--- config.mk ---
export PLATFORM = sky130hd
export DESIGN_NAME = flow_interleaver
export DESIGN_NICKNAME = d
export VERILOG_FILES = /design/src/rtl/flow_pkg.sv /design/src/rtl/flow_rr_pick.sv /design/src/rtl/flow_interleaver.sv
export SDC_FILE = /design/constraint.sdc
export NUM_CORES = 1
export LEC_CHECK = 0
export BUFFER_PORTS_ARGS = -buffer_cell sky130_fd_sc_hd__clkbuf_2
export CAP_MARGIN = 15
export CELL_PAD_IN_SITES_DETAIL_PLACEMENT = 0
export CELL_PAD_IN_SITES_GLOBAL_PLACEMENT = 1
export CORE_MARGIN = 8
export CORE_UTILIZATION = 35
export DETAILED_ROUTE_END_ITERATION = 8
export PLACE_DENSITY = 0.79
export SKIP_CTS_REPAIR_TIMING = 1
export SLEW_MARGIN = 20
export SYNTH_ARGS = -nofsm -noshare
export SYNTH_HDL_FRONTEND = slang
export SYNTH_SLANG_ARGS = --single-unit
--- constraint.sdc ---
create_clock -name clk -period 2.6 [get_ports clk]
set_input_delay 0.26 -clock clk [delete_from_list [all_inputs] [get_ports clk]]
set_output_delay 0.26 -clock clk [all_outputs]
set_load 0.1 [all_outputs]
--- src/rtl/flow_pkg.sv ---
// Shared sizing, types and FSM encoding for the flow interleaver.
package flow_pkg;

  localparam int unsigned FLUX   = 4;
  localparam int unsigned DATA_W = 8;
  localparam int unsigned TAG_W  = $clog2(FLUX);
  localparam int unsigned LEN_W  = 7;

  typedef logic [TAG_W-1:0] flow_tag_t;
  typedef logic [LEN_W-1:0] row_len_t;

  typedef enum logic [0:0] {
    ARB,
    BURST
  } il_state_t;

endpackage

--- src/rtl/flow_rr_pick.sv ---
// Combinational round-robin picker: first eligible index after `last`, wrapping.
module flow_rr_pick #(
  parameter int unsigned N     = 4,
  parameter int unsigned IDX_W = $clog2(N)
) (
  input  logic [N-1:0]     eligible,
  input  logic [IDX_W-1:0] last,
  output logic             hit,
  output logic [IDX_W-1:0] idx
);

  logic [N-1:0] rot;
  int unsigned  base;

  // Rotate so bit 0 is flow last+1, then take the lowest set bit.
  always_comb begin
    base = 32'(last) + 32'd1;
    rot  = N'({eligible, eligible} >> base);
    hit  = 1'b0;
    idx  = '0;
    for (int unsigned k = 0; k < N; k++) begin
      if (!hit && rot[k]) begin
        hit = 1'b1;
        idx = IDX_W'((base + k) % N);
      end
    end
  end

endmodule

--- src/rtl/flow_interleaver.sv ---
// Merges FLUX per-flow FWFT FIFOs into one tagged pixel stream, one row-sized burst per grant.
module flow_interleaver
  import flow_pkg::*;
(
  input  logic                    clk,
  input  logic                    rst,
  input  logic [FLUX*DATA_W-1:0]  src_dout,
  input  logic [FLUX-1:0]         src_empty,
  output logic [FLUX-1:0]         src_read,
  input  logic [TAG_W+LEN_W-1:0]  cfg_din,
  input  logic                    cfg_write,
  output logic [TAG_W+DATA_W-1:0] out_din,
  output logic                    out_write,
  input  logic [FLUX-1:0]         out_full
);

  il_state_t state_q, state_d;
  flow_tag_t last_q, last_d;
  flow_tag_t cur_q, cur_d;
  row_len_t  burst_len_q, burst_len_d;
  row_len_t  cnt_q, cnt_d;
  row_len_t  row_len_q [FLUX];

  logic [TAG_W+DATA_W-1:0] out_din_q, out_din_d;
  logic                    out_write_q, out_write_d;

  logic [DATA_W-1:0] src_pix [FLUX];
  logic [FLUX-1:0]   eligible;
  logic              pick_hit;
  flow_tag_t         pick_idx;
  flow_tag_t         cfg_tag;
  row_len_t          cfg_len;
  logic              pop;

  assign cfg_tag = cfg_din[TAG_W+LEN_W-1 -: TAG_W];
  assign cfg_len = cfg_din[LEN_W-1:0];

  for (genvar g = 0; g < FLUX; g++) begin : g_pix
    assign src_pix[g] = src_dout[g*DATA_W +: DATA_W];
  end

  // A flow may be granted only if enabled, holding data and with downstream room.
  always_comb begin
    for (int unsigned i = 0; i < FLUX; i++) begin
      eligible[i] = (row_len_q[i] != '0) && !src_empty[i] && !out_full[i];
    end
  end

  flow_rr_pick #(
    .N     (FLUX),
    .IDX_W (TAG_W)
  ) u_pick (
    .eligible (eligible),
    .last     (last_q),
    .hit      (pick_hit),
    .idx      (pick_idx)
  );

  // Next-state, pop and output-register logic for the ARB/BURST FSM.
  always_comb begin
    state_d     = state_q;
    last_d      = last_q;
    cur_d       = cur_q;
    burst_len_d = burst_len_q;
    cnt_d       = cnt_q;
    out_din_d   = out_din_q;
    out_write_d = 1'b0;
    src_read    = '0;
    pop         = 1'b0;

    unique case (state_q)
      ARB: begin
        // Grant cycle never pops; this is the one idle cycle between bursts.
        if (pick_hit) begin
          cur_d       = pick_idx;
          burst_len_d = row_len_q[pick_idx];
          cnt_d       = '0;
          state_d     = BURST;
        end
      end
      BURST: begin
        // Empty or full only pauses the row; the burst is never abandoned.
        pop             = !src_empty[cur_q] && !out_full[cur_q];
        src_read[cur_q] = pop;
        if (pop) begin
          out_din_d   = {cur_q, src_pix[cur_q]};
          out_write_d = 1'b1;
          cnt_d       = cnt_q + row_len_t'(1);
          if (cnt_q == burst_len_q - row_len_t'(1)) begin
            last_d  = cur_q;
            state_d = ARB;
          end
        end
      end
      default: state_d = ARB;
    endcase
  end

  // FSM, burst bookkeeping and output registers.
  always_ff @(posedge clk or negedge rst) begin
    if (!rst) begin
      state_q     <= ARB;
      last_q      <= flow_tag_t'(FLUX - 1);
      cur_q       <= '0;
      burst_len_q <= '0;
      cnt_q       <= '0;
      out_din_q   <= '0;
      out_write_q <= 1'b0;
    end else begin
      state_q     <= state_d;
      last_q      <= last_d;
      cur_q       <= cur_d;
      burst_len_q <= burst_len_d;
      cnt_q       <= cnt_d;
      out_din_q   <= out_din_d;
      out_write_q <= out_write_d;
    end
  end

  // Per-flow row length; a write here is seen by the next ARB evaluation, not this one.
  always_ff @(posedge clk or negedge rst) begin
    if (!rst) begin
      for (int unsigned i = 0; i < FLUX; i++) begin
        row_len_q[i] <= '0;
      end
    end else if (cfg_write) begin
      row_len_q[cfg_tag] <= cfg_len;
    end
  end

  assign out_din   = out_din_q;
  assign out_write = out_write_q;

  // Structural invariants: at most one pop, and the row counter stays inside the burst.
  always_ff @(posedge clk) begin
    if (rst) begin
      assert ($onehot0(src_read));
      if (state_q == BURST) begin
        assert (cnt_q < burst_len_q);
      end
    end
  end

endmodule

### Word level (Yosys, flattened, before mapping)

Cells that the tools add are included.

* shift-type cells: 1
* order comparisons: 6
* multiplexer cells: 33
* divide/modulo/power cells: 0
* add/sub/neg operators: 6
* bitwise gates (word level): 5
* equal/unequal tests: 3
* reductions and logical operators: 35
* multipliers: 0

Operators with widths (count)
* two-way mux 7 bit: 5
* bitwise mux 28 bit: 1
* nonzero test 7 bit: 4
* binary-select mux 8 bit (select 2 bit): 1
* two-way mux 8 bit: 2
* binary-select mux 7 bit (select 2 bit): 1
* demux 7 bit (select 2 bit): 1
* logical AND 1 bit: 14
* case mux 7 bit (2 select lines): 1
* zero test 1 bit: 13
* two-way mux 1 bit: 12
* >= comparator 3 bit (second input constant): 3
* inverter 2 -> 3 bit: 3
* two-way mux 2 bit: 4
* right shift 8 x 3 -> 4 bit: 1
* adder 7 x 1 -> 7 bit (second input constant): 1
* equality test 7 bit: 1
* subtractor 7 x 1 -> 7 bit (second input constant): 1
* AND reduction 2 bit: 3
* adder 2 bit (second input constant): 2
* bitwise AND 4 bit: 1
* binary-select mux 1 bit (select 2 bit): 2
* two-way mux 4 bit: 1
* adder 2 x 1 -> 3 bit (second input constant): 1
* 10 further kinds: 10

* flip-flop bits (word level): 58
* output and inout port bits: 15
* bits in read-only memories: 0
* logic and storage cells: 100
* memory bits (writable): 0
* latch bits: 0
* memories kept: 0

### Logic depth before layout (Yosys ltp)

Gate-level depths: netlist of the first run.

* depth after elaboration: 18
* mapped depth: 9

### By module

A second synthesis of the first run with hierarchy kept.

* cell total of the unflattened synthesis: 237
* area, all modules: 3080.5 um^2

By module, submodules not included
* flow_interleaver: cells an instance 223, instances 1, area an instance 2989.1 um^2, seq. area each 1453.9 um^2
* flow_rr_pick: cells an instance 14, instances 1, area an instance 91.3 um^2, seq. area each 0.0 um^2

### Least setup slack after synthesis of the first run

Ideal clock, no wire load.

* path type: reg2out
* from: register cur_q[1]
* to: output src_read[2]
* required time: 2.340 ns
* path buffers: 1
* slack: -0.983 ns
* cell stages (with the launch flop): 7
* arrival: 3.323 ns
* cell sequence: dfrtp_1 > clkbuf_1 > nor3_1 > a21oi_1 > a21oi_1 > nand2_2 > nor3b_1

* longest elaborated chain between the ends: 6

RTL lines
* start: declaration: line flow_interleaver.sv:19 `flow_tag_t cur_q, cur_d;`
* start signal: assignment: line flow_interleaver.sv:112 `cur_q <= cur_d;`
* < comparator 2 x 3 -> 1 bit (implied by the code), or another cell as far along: line flow_interleaver.sv:84 `src_read[cur_q] = pop;`
* logical AND 1 bit (implied by the code) or two-way mux 1 bit (tied branches): line flow_interleaver.sv:84, flow_interleaver.sv:83
* two-way mux 1 bit (implied by the code) or zero test 1 bit (tied branches): line flow_interleaver.sv:84, flow_interleaver.sv:83
* demux 1 bit (select 2 bit) or logical AND 1 bit (tied branches): line flow_interleaver.sv:84, flow_interleaver.sv:83
* bitwise AND 4 bit (no source line) (*)
* two-way mux 4 bit (*): line flow_interleaver.sv:71 `unique case (state_q)`
* end: declaration: line flow_interleaver.sv:9 `output logic [FLUX-1:0] src_read,`

Mark *: on every way between the ends. The rest lies on a longest branch, timed or not. The select of a mux whose other input is x is not followed.

### Worst setup path after layout of the first run

* from: register row_len_q[3] (netlist bit)
* to: register burst_len_q[2]

* longest elaborated chain between the ends: 18

RTL lines
* start: declaration: line flow_interleaver.sv:22 `row_len_t row_len_q [FLUX];`
* start signal: indexed assignment: line flow_interleaver.sv:127 `row_len_q[cfg_tag] <= cfg_len;`
* nonzero test 7 bit (*): line flow_interleaver.sv:45 `eligible[i] = (row_len_q[i] != '0) && !src_empty[i] && !out_full[i];`
* logical AND 1 bit (*) (2 in a row): line flow_interleaver.sv:45
* right shift 8 x 3 -> 4 bit (*): line flow_rr_pick.sv:18 `rot = N'({eligible, eligible} >> base);`
* two-way mux 1 bit: line flow_rr_pick.sv:22 `if (!hit && rot[k]) begin`
* zero test 1 bit: line flow_rr_pick.sv:22
* logical AND 1 bit: line flow_rr_pick.sv:22
* two-way mux 1 bit: line flow_rr_pick.sv:22
* zero test 1 bit: line flow_rr_pick.sv:22
* logical AND 1 bit: line flow_rr_pick.sv:22
* two-way mux 1 bit: line flow_rr_pick.sv:22
* zero test 1 bit: line flow_rr_pick.sv:22
* logical AND 1 bit: line flow_rr_pick.sv:22
* two-way mux 2 bit: line flow_rr_pick.sv:22
* inverter 2 -> 3 bit (implied by the code): line flow_interleaver.sv:76 `burst_len_d = row_len_q[pick_idx];`
* binary-select mux 7 bit (select 2 bit): line flow_interleaver.sv:76
* two-way mux 7 bit (implied by the code) (2 in a row): line flow_interleaver.sv:76
* end signal: assignment: line flow_interleaver.sv:113 `burst_len_q <= burst_len_d;`
* end: declaration: line flow_interleaver.sv:20 `row_len_t burst_len_q, burst_len_d;`

Marks and branches as above.
A chain may end at the register's enable or synchronous reset.

==> results_dict.tcl, run 1 <==
set metrics [dict create \
    swShare_pct 45.63 \
    cp_data_required_time_ps 2830 \
    fin_worst_skew_ps 22.86 \
    die_area_mm2 0.01221 \
    antenna_cells 0 \
    initial_utilization_pct 36.03 \
    reg2reg_slack_ps 90 \
    nNetsFinal 403 \
    crit_type "reg -> reg" \
    hold_viol 0 \
    detail-route-antenna-nets 0 \
    grt_pass1_wl_um 13770 \
    grt_max_degree 30 \
    root_buffer "clkbuf_8" \
    place_inst 445 \
    power_density_mw_per_mm2 1217 \
    final_cell_mix "63 x clkbuf_2, 56 x dfrtp_1, 36 x mux2_2, 18 x buf_4, 17 x nor2_1" \
    synth_cells 262 \
    worst_r2r_endpoint "burst_len_q[2]$_DFFE_PN0P_" \
    relSlewSlack_pct 57.87 \
    holdWs_ps 170.7 \
    yosys_warnings 0 \
    vias 2510 \
    pwr-share-seq_pct 30.7 \
    fin_setup_tns_ps 0 \
    hold_start "cfg_din[1]" \
    die_h_um 110.5 \
    start_kind "flip-flop" \
    final_common_cell "clkbuf_2" \
    utilization_pct 46.14 \
    holdPathEnd "row_len_q[22]$_DFFE_PN0P_" \
    arrival_ps 2740 \
    routedWlPerCell_um 17.85 \
    max-cap-violations 0 \
    area_growth_pct 28.05 \
    grt_pass1_vias 2739 \
    internal_power_mw 2.650 \
    ys_seq_area_share_pct 46.50 \
    r2r_cells 6 \
    path_max_fanout 5 \
    timing.final.max_slew_violations 0 \
    num-fill-cells 857 \
    finalCriticalPeriod_ps 2507 \
    crit_slowest_cell "or4_4" \
    rsz0062_at_grt "false" \
    synth.avg_cell_area_um2 11.93 \
    viasPerCell 5.433 \
    ctsLongestPathBuffers 2 \
    drive_gt1_share_pct 47.18 \
    power.leakage_nw 1.750 \
    core_area_mm2 0.008678 \
    pwr-share-comb_pct 47.7 \
    vdd_drop_max_v 0.0004347 \
    synth-async-reset-ratio_pct 100.0 \
    fin_crit_sh_pct 96.42 \
    place_hpwl_um 6416 \
    clkTransAtPathRegs_ps 90 \
    drt_iter0_drc 118 \
    drt-pass1-iter-count 4 \
    die_w_um 110.5 \
    outcome "completed" \
    holdPathStages 3 \
    globalRouteOverflowTotal 0 \
    ys_types 48 \
    crit_path_end_kind "flip-flop" \
    fmax_mhz 398.9 \
    critPathMaxStageDelay_ps 560 \
    htreeDepth 3 \
    ys.flop_type "dfrtp_1" \
    ys_seq_elements 58 \
    synth_nets 316 \
    synth_edf_count 0 \
    drc 0 \
    path_cells "or4_4 -> o41a_1 -> o32a_2 -> nand2_2 -> mux2_2 -> a221o_1" \
    cts_tree "done" \
    cts_sinks 58 \
    worstMarginPinSlew_ps 630.8 \
    grt_antenna_before_repair 0 \
    rows 34 \
    synth_area_mm2 0.003127 \
    p_total_mw 4.873 \
    clkPwrFrac_pct 21.6 \
    ios 67 \
    worstReg2RegStart "row_len_q[3]$_DFFE_PN0P_" \
    io_buffer_count 66 \
    wirelength_um 8249 \
    numCtsBuffers 9 \
    grt_use_total_pct 13.75 \
    hold_class "in -> reg" \
    clk_latency_ps 360 \
    finalSetupViolCount 0 \
    gp_congestion 0.9252 \
    p_switching_mw 2.223 \
    fin_cells 462 \
]
layout make-up:
class	count	area, µm²	area share, %
Multi-Input combinational cell	188	1635	40.84
Sequential cell	58	1454	36.31
Timing Repair Buffer	84	500.5	12.50
Tap cell	108	135.1	3.375
Clock inverter	7	125.1	3.125
Clock buffer	9	123.9	3.094
Inverter	8	30.03	0.7500
routing by layer:
layer | share of wire [%] | global-route usage, %
met5 | 0 | 0
met4 | 2.4 | 6.126
met3 | 6.0 | 5.519
met1 | 43 | 15.67
met2 | 49 | 22.18
worst max-delay path by stage:
stage / startpoint / to / slack, ps / depth (start not counted)
after global routing: row_len_q[3]$_DFFE_PN0P_ / burst_len_q[4]$_DFFE_PN0P_ / 10 / 7
after floorplan: cur_q[1]$_DFFE_PN0P_ / src_read[2] / -10 / 6
final: row_len_q[3]$_DFFE_PN0P_ / burst_len_q[2]$_DFFE_PN0P_ / 90 / 6
after CTS: row_len_q[24]$_DFFE_PN0P_ / burst_len_q[4]$_DFFE_PN0P_ / -7 / 8
after detailed placement: row_len_q[24]$_DFFE_PN0P_ / burst_len_q[4]$_DFFE_PN0P_ / 50 / 8
after global placement: row_len_q[24]$_DFFE_PN0P_ / burst_len_q[4]$_DFFE_PN0P_ / 50 / 8
power by group through the flow:
stage | Sequential, mW | Clock (mW) | Combinational, mW
detailed placement | 1.51 | 0 | 2.34
global placement | 1.50 | 0 | 2.30
floorplan | 2.03 | 0 | 1.24
CTS | 1.49 | 1.08 | 2.34
global route | 1.54 | 1.12 | 2.49
finish | 1.50 | 1.05 | 2.33
logic make-up after synthesis:
group	Yosys count	share of synthesized area, %
and+or+nand+nor	70	11.04
AOI/OAI and AO/OA	51	14.45
xor gates and xnor gates	15	4.202
muxes	50	20.77
adders and majority gates	2	0.8002
DFF	58	46.50
buffers and inverters	16	2.241
sequential cells by signal, indices dropped and copies added (netlist names):
| signal | cells |
|---|---|
| row_len_q | 28 |
| out_din | 10 |
| burst_len_q | 7 |
| cnt_q | 7 |
| cur_q | 2 |
| last_q | 2 |
| out_write | 1 |
| state_q | 1 |
cells in the mapped netlist (3+ instances only):
cell type / instances / area, µm²
dfrtp_1: 56 / 1401
mux2_2: 36 / 405.4
nor2_1: 18 / 67.56
nand2_1: 15 / 56.30
a211oi_1: 14 / 105.1
nand3_1: 12 / 60.06
o21ai_0: 9 / 45.04
mux4_2: 8 / 180.2
nor3_1: 8 / 40.04
xor2_1: 8 / 70.07
inv_1: 7 / 26.28
xnor2_1: 7 / 61.31
a221o_1: 4 / 40.04
clkbuf_1: 4 / 15.01
nor4_1: 4 / 25.02
a211oi_2: 3 / 37.54
mux2_1: 3 / 33.78
mux2i_1: 3 / 30.03
nand3b_1: 3 / 22.52
nor3b_1: 3 / 22.52
o221ai_1: 3 / 26.28
through the flow:
| step | cell area (µm²) | setup slack, ps |
|---|---|---|
| floorplan | 3144 | -9.867 |
| global placement | 3730 | 49.66 |
| detailed placement | 3730 | 47.39 |
| CTS | 3979 | -7.206 |
| global route | 4004 | 14.59 |
| finish | 4004 | 93.06 |
critical path: cells and delay by family, from the launching register on:
family,cells,cell delay [ps]
AND/OR/NAND/NOR,2,700
flip-flops,1,390
multiplexers,1,360
AO/OA/AOI/OAI,3,920
No activity file was read; power rests on OpenSTA's default activity.
==> run 2: changes to the inputs <==
--- a/config.mk
+++ b/config.mk
@@ -7,12 +7,10 @@
 export LEC_CHECK = 0
 export BUFFER_PORTS_ARGS = -buffer_cell sky130_fd_sc_hd__clkbuf_2
 export CAP_MARGIN = 15
-export CELL_PAD_IN_SITES_DETAIL_PLACEMENT = 0
-export CELL_PAD_IN_SITES_GLOBAL_PLACEMENT = 1
 export CORE_MARGIN = 8
 export CORE_UTILIZATION = 35
 export DETAILED_ROUTE_END_ITERATION = 8
-export PLACE_DENSITY = 0.79
+export PLACE_DENSITY = 0.67
 export SKIP_CTS_REPAIR_TIMING = 1
 export SLEW_MARGIN = 20
 export SYNTH_ARGS = -nofsm -noshare
==> results_dict.tcl, run 2 (synthesis results as in run 1) <==
set metrics [dict create \
    io_buffer_count 66 \
    hold_class "in -> async" \
    grt_max_degree 59 \
    nNetsFinal 405 \
    grt_use_total_pct 13.08 \
    vdd_drop_max_v 0.0006372 \
    drc 0 \
    crit_type "reg -> reg" \
    rows 34 \
    numCtsBuffers 9 \
    core_area_mm2 0.008678 \
    reg2reg_slack_ps 80 \
    ctsLongestPathBuffers 2 \
    fin_worst_skew_ps 7.261 \
    worstReg2RegStart "row_len_q[3]$_DFFE_PN0P_" \
    fin_cells 464 \
    htreeDepth 3 \
    clkTransAtPathRegs_ps 70 \
    drt-pass1-iter-count 4 \
    cts_sinks 58 \
    largest_register_ffs 28 \
    cts_tree "done" \
    crit_path_end_kind "flip-flop" \
    drive_gt1_share_pct 47.75 \
    worstMarginPinSlew_ps 722.6 \
    fin_crit_sh_pct 96.80 \
    r2r_cells 7 \
    globalRouteOverflowTotal 0 \
    worst_r2r_endpoint "burst_len_q[6]$_DFFE_PN0P_" \
    cp_data_required_time_ps 2820 \
    hold_viol 0 \
    viasPerCell 5.500 \
    outcome "completed" \
    relSlewSlack_pct 51.82 \
    grt_pass1_vias 2613 \
    ios 67 \
    arrival_ps 2740 \
    final_common_cell "clkbuf_2" \
    initial_utilization_pct 36.03 \
    power_density_mw_per_mm2 1216 \
    place_hpwl_um 6182 \
    regMostFlops "row_len_q" \
    finalSetupViolCount 0 \
    rsz0062_at_grt "false" \
    die_h_um 110.5 \
    final_cell_mix "63 x clkbuf_2, 56 x dfrtp_1, 36 x mux2_2, 21 x buf_4, 17 x nor2_1" \
    max-cap-violations 0 \
    clk_latency_ps 340 \
    fmax_mhz 397.3 \
    holdWs_ps 71.45 \
    place_inst 445 \
    detail-route-antenna-nets 0 \
    grt_antenna_before_repair 0 \
    start_kind "flip-flop" \
    vias 2552 \
    power.leakage_nw 1.761 \
    p_total_mw 4.884 \
    finalCriticalPeriod_ps 2517 \
    path_max_fanout 7 \
    die_area_mm2 0.01221 \
    routedWlPerCell_um 17.05 \
    drt_iter0_drc 134 \
    die_w_um 110.5 \
    wirelength_um 7911 \
    fin_setup_tns_ps 0 \
    timing.final.max_slew_violations 0 \
    area_growth_pct 28.49 \
    grt_pass1_wl_um 13290 \
    root_buffer "clkbuf_8" \
    antenna_cells 0 \
    gp_congestion 0.8909 \
]
==> run 2: cell types whose count changed in the layout (fill, tap and decap cells not counted), sizes merged <==
cell / previous run / this run
buf: 20 / 23
dlygate4sd3: 1 / 0
inv: 9 / 8
clkinv: 3 / 2
clkbuf: 72 / 74
==> run 2: layout make-up <==
type | count | area [µm²]
tap | 108 | 135.1
clock inverter | 5 | 100.1
multi-input combinational | 188 | 1634
clock buffer | 11 | 151.4
sequential | 58 | 1454
timing repair buffer | 86 | 513.0
fill | 819 | 4661
inverter | 8 | 30.03
==> run 2: where the power goes <==
part	internal, mW	switching (mW)
Sequential	1.20	0.291
Clock	0.685	0.354
Combinational	0.832	1.52
Total	2.72	2.17
==> run 2: worst max-delay path by stage <==
stage | start | end | slack (ps) | cells after the start
after CTS | row_len_q[3]$_DFFE_PN0P_ | burst_len_q[3]$_DFFE_PN0P_ | 60 | 6
after floorplan | cur_q[1]$_DFFE_PN0P_ | src_read[2] | -10 | 6
after global routing | row_len_q[4]$_DFFE_PN0P_ | burst_len_q[1]$_DFFE_PN0P_ | 3 | 8
final | row_len_q[3]$_DFFE_PN0P_ | burst_len_q[6]$_DFFE_PN0P_ | 80 | 7
after detailed placement | row_len_q[3]$_DFFE_PN0P_ | burst_len_q[3]$_DFFE_PN0P_ | 70 | 6
after global placement | row_len_q[3]$_DFFE_PN0P_ | burst_len_q[2]$_DFFE_PN0P_ | 120 | 6
==> run 2: routing by layer <==
metal | wire, µm | track usage, % | vias to the layer above | share of wire, %
li1 | - | - | 1176 | -
met1 | 3562 | 16.53 | 1266 | 45
met2 | 3758 | 20.67 | 102 | 48
met3 | 494 | 4.600 | 8 | 6.2
met4 | 95 | 3.514 | 0 | 1.2
met5 | 0 | 0 | - | 0
==> run 2: critical path, stage by stage, from the launching register on <==
cell and delay (ps):
dfrtp_1 390, or4_4 560, o41ai_4 280, buf_4 190, o221ai_1 140, a21o_2 320
and2_4 200, a221o_1 320
==> run 2: metrics by stage <==
step	setup WS, ps	util, %	instance area, µm²
2_1_floorplan	-9.867	-	3144
3_3_place_gp	124.6	42.98	3730
3_5_place_dp	71.58	42.98	3730
4_1_cts	56.77	45.88	3981
5_1_grt	2.978	46.29	4018
6_report	83.08	46.29	4018
